<file path="config.mk">
export PLATFORM = sky130hd
export DESIGN_NAME = sobel_shift_sequencer
export DESIGN_NICKNAME = d
export VERILOG_FILES = /design/src/rtl/sobel_pkg.sv /design/src/rtl/sobel_beat_timer.sv /design/src/rtl/sobel_shift_sequencer.sv
export SDC_FILE = /design/constraint.sdc
export NUM_CORES = 1
export LEC_CHECK = 0
export BUFFER_PORTS_ARGS = -buffer_cell sky130_fd_sc_hd__buf_2
export CELL_PAD_IN_SITES_DETAIL_PLACEMENT = 0
export CELL_PAD_IN_SITES_GLOBAL_PLACEMENT = 1
export CORE_MARGIN = 2
export CORE_UTILIZATION = 46
export CTS_BUF_LIST = sky130_fd_sc_hd__clkbuf_8
export DETAILED_ROUTE_END_ITERATION = 10
export GPL_TIMING_DRIVEN = 0
export PLACE_DENSITY = 0.95
export SETUP_SLACK_MARGIN = 0.05
export SLEW_MARGIN = 10
export SYNTH_ARGS = -nofsm -noshare
export SYNTH_HDL_FRONTEND = slang
export SYNTH_SLANG_ARGS = --single-unit
</file>
<file path="constraint.sdc">
create_clock -name clk -period 7.7 [get_ports clk]
set_input_delay 1.155 -clock clk [delete_from_list [all_inputs] [get_ports clk]]
set_output_delay 1.155 -clock clk [all_outputs]
set_load 0.02 [all_outputs]
</file>
<file path="src/rtl/sobel_pkg.sv">
// sobel_pkg
// Shared definitions for the Sobel shift-window controller:
//   - pixel / word geometry of the shifter (16-bit pixels, 64-bit words)
//   - width of the beat/pause down-counter
//   - sequencer state encoding
//   - helper that converts a cycle count into a down-counter preset
package sobel_pkg;

  localparam int unsigned PIX_BITS     = 16;
  localparam int unsigned WORD_BITS    = 64;
  localparam int unsigned PIX_PER_WORD = WORD_BITS / PIX_BITS;

  // Wide enough for any practical BEATS/PAUSE setting.
  localparam int unsigned TIMER_W = 16;

  typedef enum logic [2:0] {
    ST_IDLE,
    ST_FETCH,
    ST_LOAD,
    ST_SHIFT,
    ST_PAUSE,
    ST_DONE
  } state_t;

  // The timer flags terminal count when it reaches zero, so a phase of
  // n cycles is preset to n-1. A zero-length phase is never loaded.
  function automatic logic [TIMER_W-1:0] timer_preset(input int unsigned n);
    return (n == 0) ? '0 : TIMER_W'(n - 1);
  endfunction

endpackage

</file>
<file path="src/rtl/sobel_beat_timer.sv">
// sobel_beat_timer
// Loadable down-counter used by the sequencer to time the shift beats of a
// word and the idle pause that follows them.
// Ports:
//   clk     in   system clock
//   reset   in   asynchronous, active-high; clears the count
//   load    in   load 'value' into the counter (has priority over counting)
//   value   in   preset value (phase length minus one)
//   freeze  in   hold the count this cycle
//   tc      out  terminal count: counter is at zero
module sobel_beat_timer
  import sobel_pkg::*;
#(
  parameter int unsigned W = TIMER_W
) (
  input  logic         clk,
  input  logic         reset,
  input  logic         load,
  input  logic [W-1:0] value,
  input  logic         freeze,
  output logic         tc
);

  logic [W-1:0] count;

  always_ff @(posedge clk or posedge reset) begin
    if (reset) begin
      count <= '0;
    end else if (load) begin
      count <= value;
    end else if (!freeze && (count != '0)) begin
      count <= count - 1'b1;
    end
  end

  assign tc = (count == '0);

endmodule

</file>
<file path="src/rtl/sobel_shift_sequencer.sv">
// sobel_shift_sequencer
// Handshaked, stall-aware scheduler for the Sobel shift-window datapath.
// For each 64-bit word set it requests the word from the line buffers,
// issues one load strobe and BEATS shift strobes (each one presenting a
// window), optionally idles PAUSE cycles, then advances the pixel address
// by one word until the word containing ENDADDRESS has been processed.
// Parameters:
//   STARTADDRESS  first pixel address of the frame range
//   ENDADDRESS    last pixel address of the frame range (inclusive)
//   BEATS         shift strobes per loaded word (must be >= 1)
//   PAUSE         idle cycles after the last shift of a word (0 allowed)
//   PIXW          pixel counter / address width
//   PIXPERWORD    pixels per 64-bit word
// Ports:
//   clk           in   system clock (shifter consumes strobes on falling edge)
//   reset         in   asynchronous, active-high
//   start         in   one-cycle pulse, begins a frame when idle
//   rdValid       in   line-buffer words for rdAddr are valid
//   stall         in   downstream cannot accept a window (registered source)
//   rdReq         out  request word set at rdAddr
//   rdAddr        out  pixel address of the requested word
//   loadEn        out  load low 64 bits of each shift buffer
//   shiftEn       out  shift each buffer one pixel toward MSB
//   outValid      out  window at the shifter top is valid this cycle
//   pixelCounter  out  address of the word currently in the window
//   busy          out  frame in progress
//   done          out  one-cycle pulse at frame end
module sobel_shift_sequencer
  import sobel_pkg::*;
#(
  parameter int unsigned STARTADDRESS = 0,
  parameter int unsigned ENDADDRESS   = 4194303,
  parameter int unsigned BEATS        = 3,
  parameter int unsigned PAUSE        = 1,
  parameter int unsigned PIXW         = 24,
  parameter int unsigned PIXPERWORD   = PIX_PER_WORD
) (
  input  logic            clk,
  input  logic            reset,
  input  logic            start,
  input  logic            rdValid,
  input  logic            stall,
  output logic            rdReq,
  output logic [PIXW-1:0] rdAddr,
  output logic            loadEn,
  output logic            shiftEn,
  output logic            outValid,
  output logic [PIXW-1:0] pixelCounter,
  output logic            busy,
  output logic            done
);

  state_t               state;
  state_t               state_next;
  logic [PIXW-1:0]      pc_next;

  logic                 timer_load;
  logic [TIMER_W-1:0]   timer_value;
  logic                 timer_freeze;
  logic                 timer_tc;

  logic [PIXW:0]        next_word;
  logic                 last_word;
  logic                 word_end;

  // End-of-range test is done one bit wider than the counter so a range
  // ending at the top of the address space cannot wrap back to zero.
  // An unaligned ENDADDRESS makes the word containing it the last one.
  assign next_word = {1'b0, pixelCounter} + (PIXW+1)'(PIXPERWORD);
  assign last_word = (next_word > (PIXW+1)'(ENDADDRESS));

  // The timer only runs while shifting (and not stalled) or pausing.
  assign timer_freeze = !(((state == ST_SHIFT) && !stall) || (state == ST_PAUSE));

  sobel_beat_timer #(
    .W (TIMER_W)
  ) u_beat_timer (
    .clk    (clk),
    .reset  (reset),
    .load   (timer_load),
    .value  (timer_value),
    .freeze (timer_freeze),
    .tc     (timer_tc)
  );

  always_ff @(posedge clk or posedge reset) begin
    if (reset) begin
      state        <= ST_IDLE;
      pixelCounter <= PIXW'(STARTADDRESS);
    end else begin
      state        <= state_next;
      pixelCounter <= pc_next;
    end
  end

  always_comb begin
    state_next  = state;
    pc_next     = pixelCounter;
    timer_load  = 1'b0;
    timer_value = '0;
    word_end    = 1'b0;
    rdReq       = 1'b0;
    loadEn      = 1'b0;
    shiftEn     = 1'b0;
    outValid    = 1'b0;
    done        = 1'b0;
    busy        = (state != ST_IDLE);

    unique case (state)
      ST_IDLE: begin
        if (start) begin
          pc_next    = PIXW'(STARTADDRESS);
          state_next = ST_FETCH;
        end
      end

      ST_FETCH: begin
        rdReq = 1'b1;
        if (rdValid) begin
          state_next = ST_LOAD;
        end
      end

      ST_LOAD: begin
        if (!stall) begin
          loadEn      = 1'b1;
          outValid    = 1'b1;
          timer_load  = 1'b1;
          timer_value = timer_preset(BEATS);
          state_next  = ST_SHIFT;
        end
      end

      ST_SHIFT: begin
        if (!stall) begin
          shiftEn  = 1'b1;
          outValid = 1'b1;
          // Terminal count here means this strobe is the word's last shift.
          if (timer_tc) begin
            if (PAUSE != 0) begin
              timer_load  = 1'b1;
              timer_value = timer_preset(PAUSE);
              state_next  = ST_PAUSE;
            end else begin
              word_end = 1'b1;
            end
          end
        end
      end

      ST_PAUSE: begin
        if (timer_tc) begin
          word_end = 1'b1;
        end
      end

      ST_DONE: begin
        done       = 1'b1;
        state_next = ST_IDLE;
      end

      default: begin
        state_next = ST_IDLE;
      end
    endcase

    // Shared end-of-word step, reached from the last shift or the last pause cycle.
    if (word_end) begin
      if (last_word) begin
        state_next = ST_DONE;
      end else begin
        pc_next    = pixelCounter + PIXW'(PIXPERWORD);
        state_next = ST_FETCH;
      end
    end
  end

  assign rdAddr = pixelCounter;

endmodule
</file>
==> flow_summary_export.csv, run 1 <==
group,metric,value,unit
setup_path,cp-end-kind,"primary output",
sta,drv_slew,0,
place,portBuffers,58,
logic_synthesis,synth.distinct_cells,59,
logic_synthesis,synth-edff-count,0,
clock_tree,clkSlewWorstSetupHoldPaths,0.09,ns
sta,clock_skew,0.00487,ns
logic_synthesis,yosysWarnings,0,
finish,n_antenna_cell,0,
power,power_density,190,mW/mm²
setup_path,critPathKind,"input port to primary output",
sta,finalSetupTns,0,ns
floorplanning,die_area,0.00716,mm²
setup_path,cp_max_fo,7,
floorplanning,start_util,47.4,%
sta,fmax,0.310,GHz
floorplanning,io_pins,59,
global_route,antenna_found_initial,0,
detailed_routing,drc_errors,0,
sta,final-setup-viol-count,0,
clock_tree,cts_tree,"yes",
finish,drive_gt1_share,29.4,%
finish,final_cell_mix,"buf_2 (68), dfrtp_1 (43), nand2_1 (28)",
detailed_routing,wl_per_cell,13.8,µm
setup_path,cp.required,6.55,ns
finish,nFillCells,611,
global_route,grt_overflow,0,
detailed_routing,first_pass_iters,5,
logic_synthesis,postSynthAreaPerCell,8.67,µm²
power,power,671,µW
sta,post-route-period-util,41.8,%
finish,final_cell_area,0.00353,mm²
global_route,track_usage,19.7,%
clock_tree,cts_resized,0,
logic_synthesis,synth_flop_cell,"dfrtp_1",
detailed_routing,num_vias,2683,
status,status,"complete, no violations",
finish,area_growth,18.0,%
finish,nets,419,
sta,relSlewSlack,55.3,%
clock_tree,htreeDepth,2,
clock_tree,clock-sinks,43,
floorplanning,die_x,84.6,µm
clock_tree,ctsHoldBuffers,0,
sta,tightestPinTransition,0.670,ns
clock_tree,clk_latency,0.29,ns
global_route,grt_max_degree,30,
sta,post-route-min-period,3.22,ns
global_route,first_global_vias,2479,
hold_path,hold_class,"flip-flop to flip-flop",
place,placed_area,0.00340,mm²
clock_tree,cts_buffers,5,
setup_path,start_kind,"input port",
logic_synthesis,synth_nets,353,
logic_synthesis,ys_seq_elements,43,
place,hpwl,4980,µm
sta,rsz0062_at_grt,"no",
finish,layout_commonest_cell,"buf_2",
place,gp_congestion,0.818,
clock_tree,cts_setup_buffers,0,
floorplanning,num_rows,29,
setup_path,crit_arrival,2.07,ns
detailed_routing,ant_nets,0,
detailed_routing,wl,6730,µm
clock_tree,cts_buffer_depth,2,
clock_tree,cts_root_buffer,"clkbuf_8",
power,power_leakage,1.77,nW
global_route,grt_pass1_wl,11700,µm
logic_synthesis,synthCells,345,
logic_synthesis,async_reset_ff_share,100,%
detailed_routing,vias_per_cell,5.49,
power,vdd_drop_max,0.000112,V
sta,hold_viol_final,0,
run,drv_cap,0,
floorplanning,fp.coreArea,0.00631,mm²
floorplanning,die_h,84.6,µm
logic_synthesis,syn_area,0.00299,mm²
logic_synthesis,synth.yosys.seq_area_share,36.0,%
detailed_routing,first_iter_violations,89,
[flip-flops by register name (all words and copies together), names as in the netlist]
register            flops
pixelCounter           24
u_beat_timer.count     16
state                   3
[synth_stat cells (3+ instances only)]
library cell  count  area, µm²
a21o_1           21        158
a21oi_1          27        135
and2_1            3       18.8
and3_1            3       18.8
and4_1            3       26.3
buf_2            10       50.1
buf_4            26        195
clkbuf_1          8       30.0
dfrtp_1          43       1080
ha_1              3       37.5
inv_1            11       41.3
nand2_1          28        105
nand2b_1          6       37.5
nand3_1          10       50.1
nand3b_1          7       52.6
nand4_1           4       25.0
nor2_1           25       93.8
nor2b_1           6       37.5
nor3_1            4       20.0
nor3b_1           3       22.5
nor4_1            6       37.5
o21ai_0          10       50.1
o21ai_1           5       25.0
o31ai_1           3       22.5
or2_2             5       31.3
or3_1            12       75.1
or3b_1            3       26.3
or4_1             3       22.5
xnor2_1           4       35.0
xor2_1            8       70.1
[metrics by stage]
step | util [%] | instances | setup slack [ns] | hold WS [ns]
3_5_place_dp | 53.8 | 481 | 4.47 | 0.524
5_1_grt | 55.9 | 489 | 4.41 | 0.575
3_3_place_gp | 53.5 | 480 | 4.47 | 0.511
4_1_cts | 55.9 | 489 | 4.47 | 0.539
6_report | 55.9 | 489 | 4.48 | 0.538
2_1_floorplan | - | 345 | 4.59 | 0.489
[per-layer routing]
metal  global-route usage [%]  vias to the layer above  wire length [µm]
met4                     5.05                        0                91
met3                     3.15                        9               247
met1                     26.4                     1288              3080
met2                     33.1                       49              3310
li1                         -                     1337                 -
met5                        0                        -                 0
[worst max-delay path, stage by stage]
cell	delay, ns
buf_2	0.11
or3b_1	0.33
clkbuf_1	0.18
inv_1	0.12
buf_2	0.17
[power by group]
group / leakage, nW / internal, mW / switching [mW]
registers: 0.572 / 0.265 / 0.0367
logic: 1.13 / 0.0671 / 0.0925
clock network: 0.0695 / 0.128 / 0.0816
[area by class of cell]
| class | count | area (µm²) | share of cell area, % |
|---|---|---|---|
| buffer | 46 | 310 | 8.79 |
| inverter | 11 | 41.3 | 1.17 |
| sequential | 43 | 1080 | 30.5 |
| tap | 77 | 96.3 | 2.73 |
| clock buffer | 5 | 68.8 | 1.95 |
| clock inverter | 3 | 63.8 | 1.81 |
| multi-input combinational | 245 | 1560 | 44.3 |
| timing repair buffer | 59 | 310 | 8.79 |
[worst paths after layout]
path                                  startpoint                endpoint  depth (start not counted)  slack [ns]
setup reg to reg           u_beat_timer.count[1]        pixelCounter[15]                         11        4.82
setup / recovery                           stall                outValid                          5        4.48
hold / removal             u_beat_timer.count[6]   u_beat_timer.count[6]                          2        0.54
hold reg to reg            u_beat_timer.count[6]   u_beat_timer.count[6]                          2        0.54
min in group asynchronous                  reset        pixelCounter[14]                          2        0.81
max in group asynchronous                  reset  u_beat_timer.count[11]                          3        6.42
[cells by family (layout without fill, tap and decap cells)]
| group | count (synthesis) | after routing | share of synthesized area, % |
|---|---|---|---|
| AND/OR/NAND/NOR | 143 | 143 | 27.5 |
| XOR/XNOR | 12 | 12 | 3.51 |
| flip-flops | 43 | 43 | 36.0 |
| adder cells (fa/ha/maj) | 3 | 3 | 1.25 |
| AO/OA/AOI/OAI | 87 | 87 | 20.0 |
| buffers and inverters | 57 | 124 | 11.8 |
No activity file was read; power rests on OpenSTA's default activity.
==> run 2, diff against run 1 <==
--- a/config.mk
+++ b/config.mk
@@ -9,11 +9,11 @@
 export CELL_PAD_IN_SITES_DETAIL_PLACEMENT = 0
 export CELL_PAD_IN_SITES_GLOBAL_PLACEMENT = 1
 export CORE_MARGIN = 2
-export CORE_UTILIZATION = 46
+export CORE_UTILIZATION = 39
 export CTS_BUF_LIST = sky130_fd_sc_hd__clkbuf_8
 export DETAILED_ROUTE_END_ITERATION = 10
 export GPL_TIMING_DRIVEN = 0
-export PLACE_DENSITY = 0.95
+export PLACE_DENSITY = 0.86
 export SETUP_SLACK_MARGIN = 0.05
 export SLEW_MARGIN = 10
 export SYNTH_ARGS = -nofsm -noshare
==> constraint.sdc (replaced) <==
create_clock -name clk -period 2.95 [get_ports clk]
set_input_delay 0.4425 -clock clk [delete_from_list [all_inputs] [get_ports clk]]
set_output_delay 0.4425 -clock clk [all_outputs]
set_load 0.02 [all_outputs]
==> run 2 against run 1 <==
Sequential power grew to 2.6 times the previous value. Via count is 0.82% lower. Die area is 17% higher. Cell count is 4.5% higher. Power is 130% higher. Hold slack worse by 0.44 ns. Flip-flop and latch count stayed put. Register-to-register slack worse by 4.6 ns. First-iteration DRC count is 28% higher. Clock power is 77% higher. Clock skew is 0.0047 ns higher. Core utilization is 7.7 points lower. Highest routed layer unchanged.
==> flow_summary_export.csv, run 2 (synthesized netlist as in run 1, its figures left out) <==
group,metric,value,unit
place,gp_congestion,0.839,
clock_tree,clock-sinks,43,
floorplanning,die_area,0.00839,mm²
detailed_routing,drc_errors,0,
sta,hold_viol_final,0,
global_route,grt_overflow,0,
detailed_routing,wl,6780,µm
setup_path,cp.required,3.14,ns
sta,relSlewSlack,55.9,%
setup_path,reg2reg_slack,0.20,ns
sta,drv_slew,0,
floorplanning,num_rows,31,
clock_tree,htreeDepth,2,
clock_tree,clk_latency,0.30,ns
global_route,grt_max_degree,31,
hold_path,hold_class,"input port to async pin",
sta,final-setup-viol-count,0,
setup_path,critPathKind,"flip-flop to flip-flop",
finish,final_cell_mix,"buf_2 (67), dfrtp_1 (42), nand2_1 (28)",
clock_tree,cts_buffer_depth,2,
sta,fmax,0.364,GHz
finish,n_antenna_cell,0,
floorplanning,die_x,91.6,µm
finish,drive_gt1_share,30.3,%
power,vdd_drop_max,0.000171,V
sta,clock_skew,0.00961,ns
finish,nets,419,
setup_path,start_kind,"flip-flop",
floorplanning,start_util,40.8,%
setup_path,worstSetupEndpoint,"pixelCounter[19]",
setup_path,cp_max_fo,10,
detailed_routing,wl_per_cell,13.3,µm
setup_path,reg2reg_depth,11,
power,power_density,446,mW/mm²
place,hpwl,5010,µm
run,drv_cap,0,
detailed_routing,num_vias,2661,
power,power,1.58,mW
finish,layout_commonest_cell,"buf_2",
finish,largestRegisters,"pixelCounter x24, u_beat_timer.count x16, state x3",
finish,largest_reg_flops,24,
setup_path,startpoint,"u_beat_timer.count[1]",
setup_path,reg2reg_from,"u_beat_timer.count[1]",
global_route,track_usage,16.5,%
floorplanning,io_pins,59,
detailed_routing,first_pass_iters,4,
floorplanning,die_h,91.6,µm
global_route,grt_pass1_wl,11500,µm
sta,finalSetupTns,0,ns
global_route,antenna_found_initial,0,
global_route,first_global_vias,2423,
finish,area_growth,18.2,%
clock_tree,clkSlewWorstSetupHoldPaths,0.09,ns
clock_tree,cts_root_buffer,"clkbuf_8",
finish,regMostFlops,"pixelCounter",
floorplanning,fp.coreArea,0.00733,mm²
place,portBuffers,58,
power,power_leakage,1.74,nW
sta,post-route-period-util,93.2,%
detailed_routing,ant_nets,0,
detailed_routing,vias_per_cell,5.21,
clock_tree,cts_tree,"yes",
setup_path,cp-end-kind,"flip-flop",
sta,rsz0062_at_grt,"no",
clock_tree,cts_setup_buffers,0,
finish,multi_input_comb_area,0.00158,mm²
clock_tree,cts_buffers,5,
setup_path,crit_arrival,2.94,ns
sta,tightestPinTransition,0.660,ns
finish,nFillCells,725,
sta,post-route-min-period,2.75,ns
finish,layout.area.seq,0.00108,mm²
detailed_routing,first_iter_violations,114,
clock_tree,ctsHoldBuffers,0,
status,status,"complete, no violations",
setup_path,r2r-end,"pixelCounter[19]",
==> run 2: metrics by stage <==
| stage | utilization [%] | area (µm²) | setup WS, ns | hold slack [ns] | std cells |
|---|---|---|---|---|---|
| after floorplan | - | 2990 | 0.350 | 0.489 | 345 |
| after global placement | 46.5 | 3410 | 0.164 | 0.510 | 502 |
| after detailed placement | 46.7 | 3430 | 0.113 | 0.428 | 503 |
| after CTS | 47.9 | 3510 | 0.0952 | 0.0990 | 511 |
| after global routing | 48.2 | 3530 | 0.0661 | 0.118 | 511 |
| final | 48.2 | 3530 | 0.200 | 0.0974 | 511 |
==> run 2: final cells by class <==
cell class	count	share of cell area, %
clock inverter	3	0.460
timing repair buffer	59	8.78
buffer	46	8.85
clock buffer	5	1.95
inverter	11	1.17
multi-input combinational	245	44.8
tap	99	3.50
sequential	43	30.5
==> run 2: layer usage <==
layer,track usage (%),part of all wire [%],vias up
met5,0,0,-
met4,4.29,1.1,0
met3,2.66,3.1,7
met2,28.1,49,45
met1,21.7,47,1278
li1,-,-,1331
==> run 2: repair_timing <==
| action | CTS | global route |
|---|---|---|
| setup endpoints to repair | 0 | 30 |
| endpoints found under the hold margin | 0 | 0 |
| gates resized for setup | 0 | 7 |
==> run 2: how the worst min path moves through the flow <==
stage,start,end,slack [ns],cells past startpoint
6_report,reset,pixelCounter[13],0.1,2
3_3_place_gp,u_beat_timer.count[0],u_beat_timer.count[0],0.51,1
5_1_grt,reset,pixelCounter[14],0.12,2
4_1_cts,reset,pixelCounter[13],0.1,2
2_1_floorplan,u_beat_timer.count[0],u_beat_timer.count[0],0.49,1
3_5_place_dp,reset,pixelCounter[14],0.43,2
==> run 2: critical path, stage by stage, from the launching register on <==
cell	delay, ns
dfrtp_1	0.38
inv_1	0.09
ha_1	0.16
or3b_1	0.43
or3_1	0.42
nor2_2	0.16
o211ai_1	0.14
a31o_4	0.25
and2_4	0.16
buf_8	0.13
buf_12	0.13
a21o_1	0.17
==> run 2: report_power, final <==
| part | switching [mW] | leakage, nW | internal (mW) |
|---|---|---|---|
| combinational | 0.244 | 1.13 | 0.177 |
| clock | 0.208 | 0.0453 | 0.162 |
| sequential | 0.0912 | 0.571 | 0.692 |
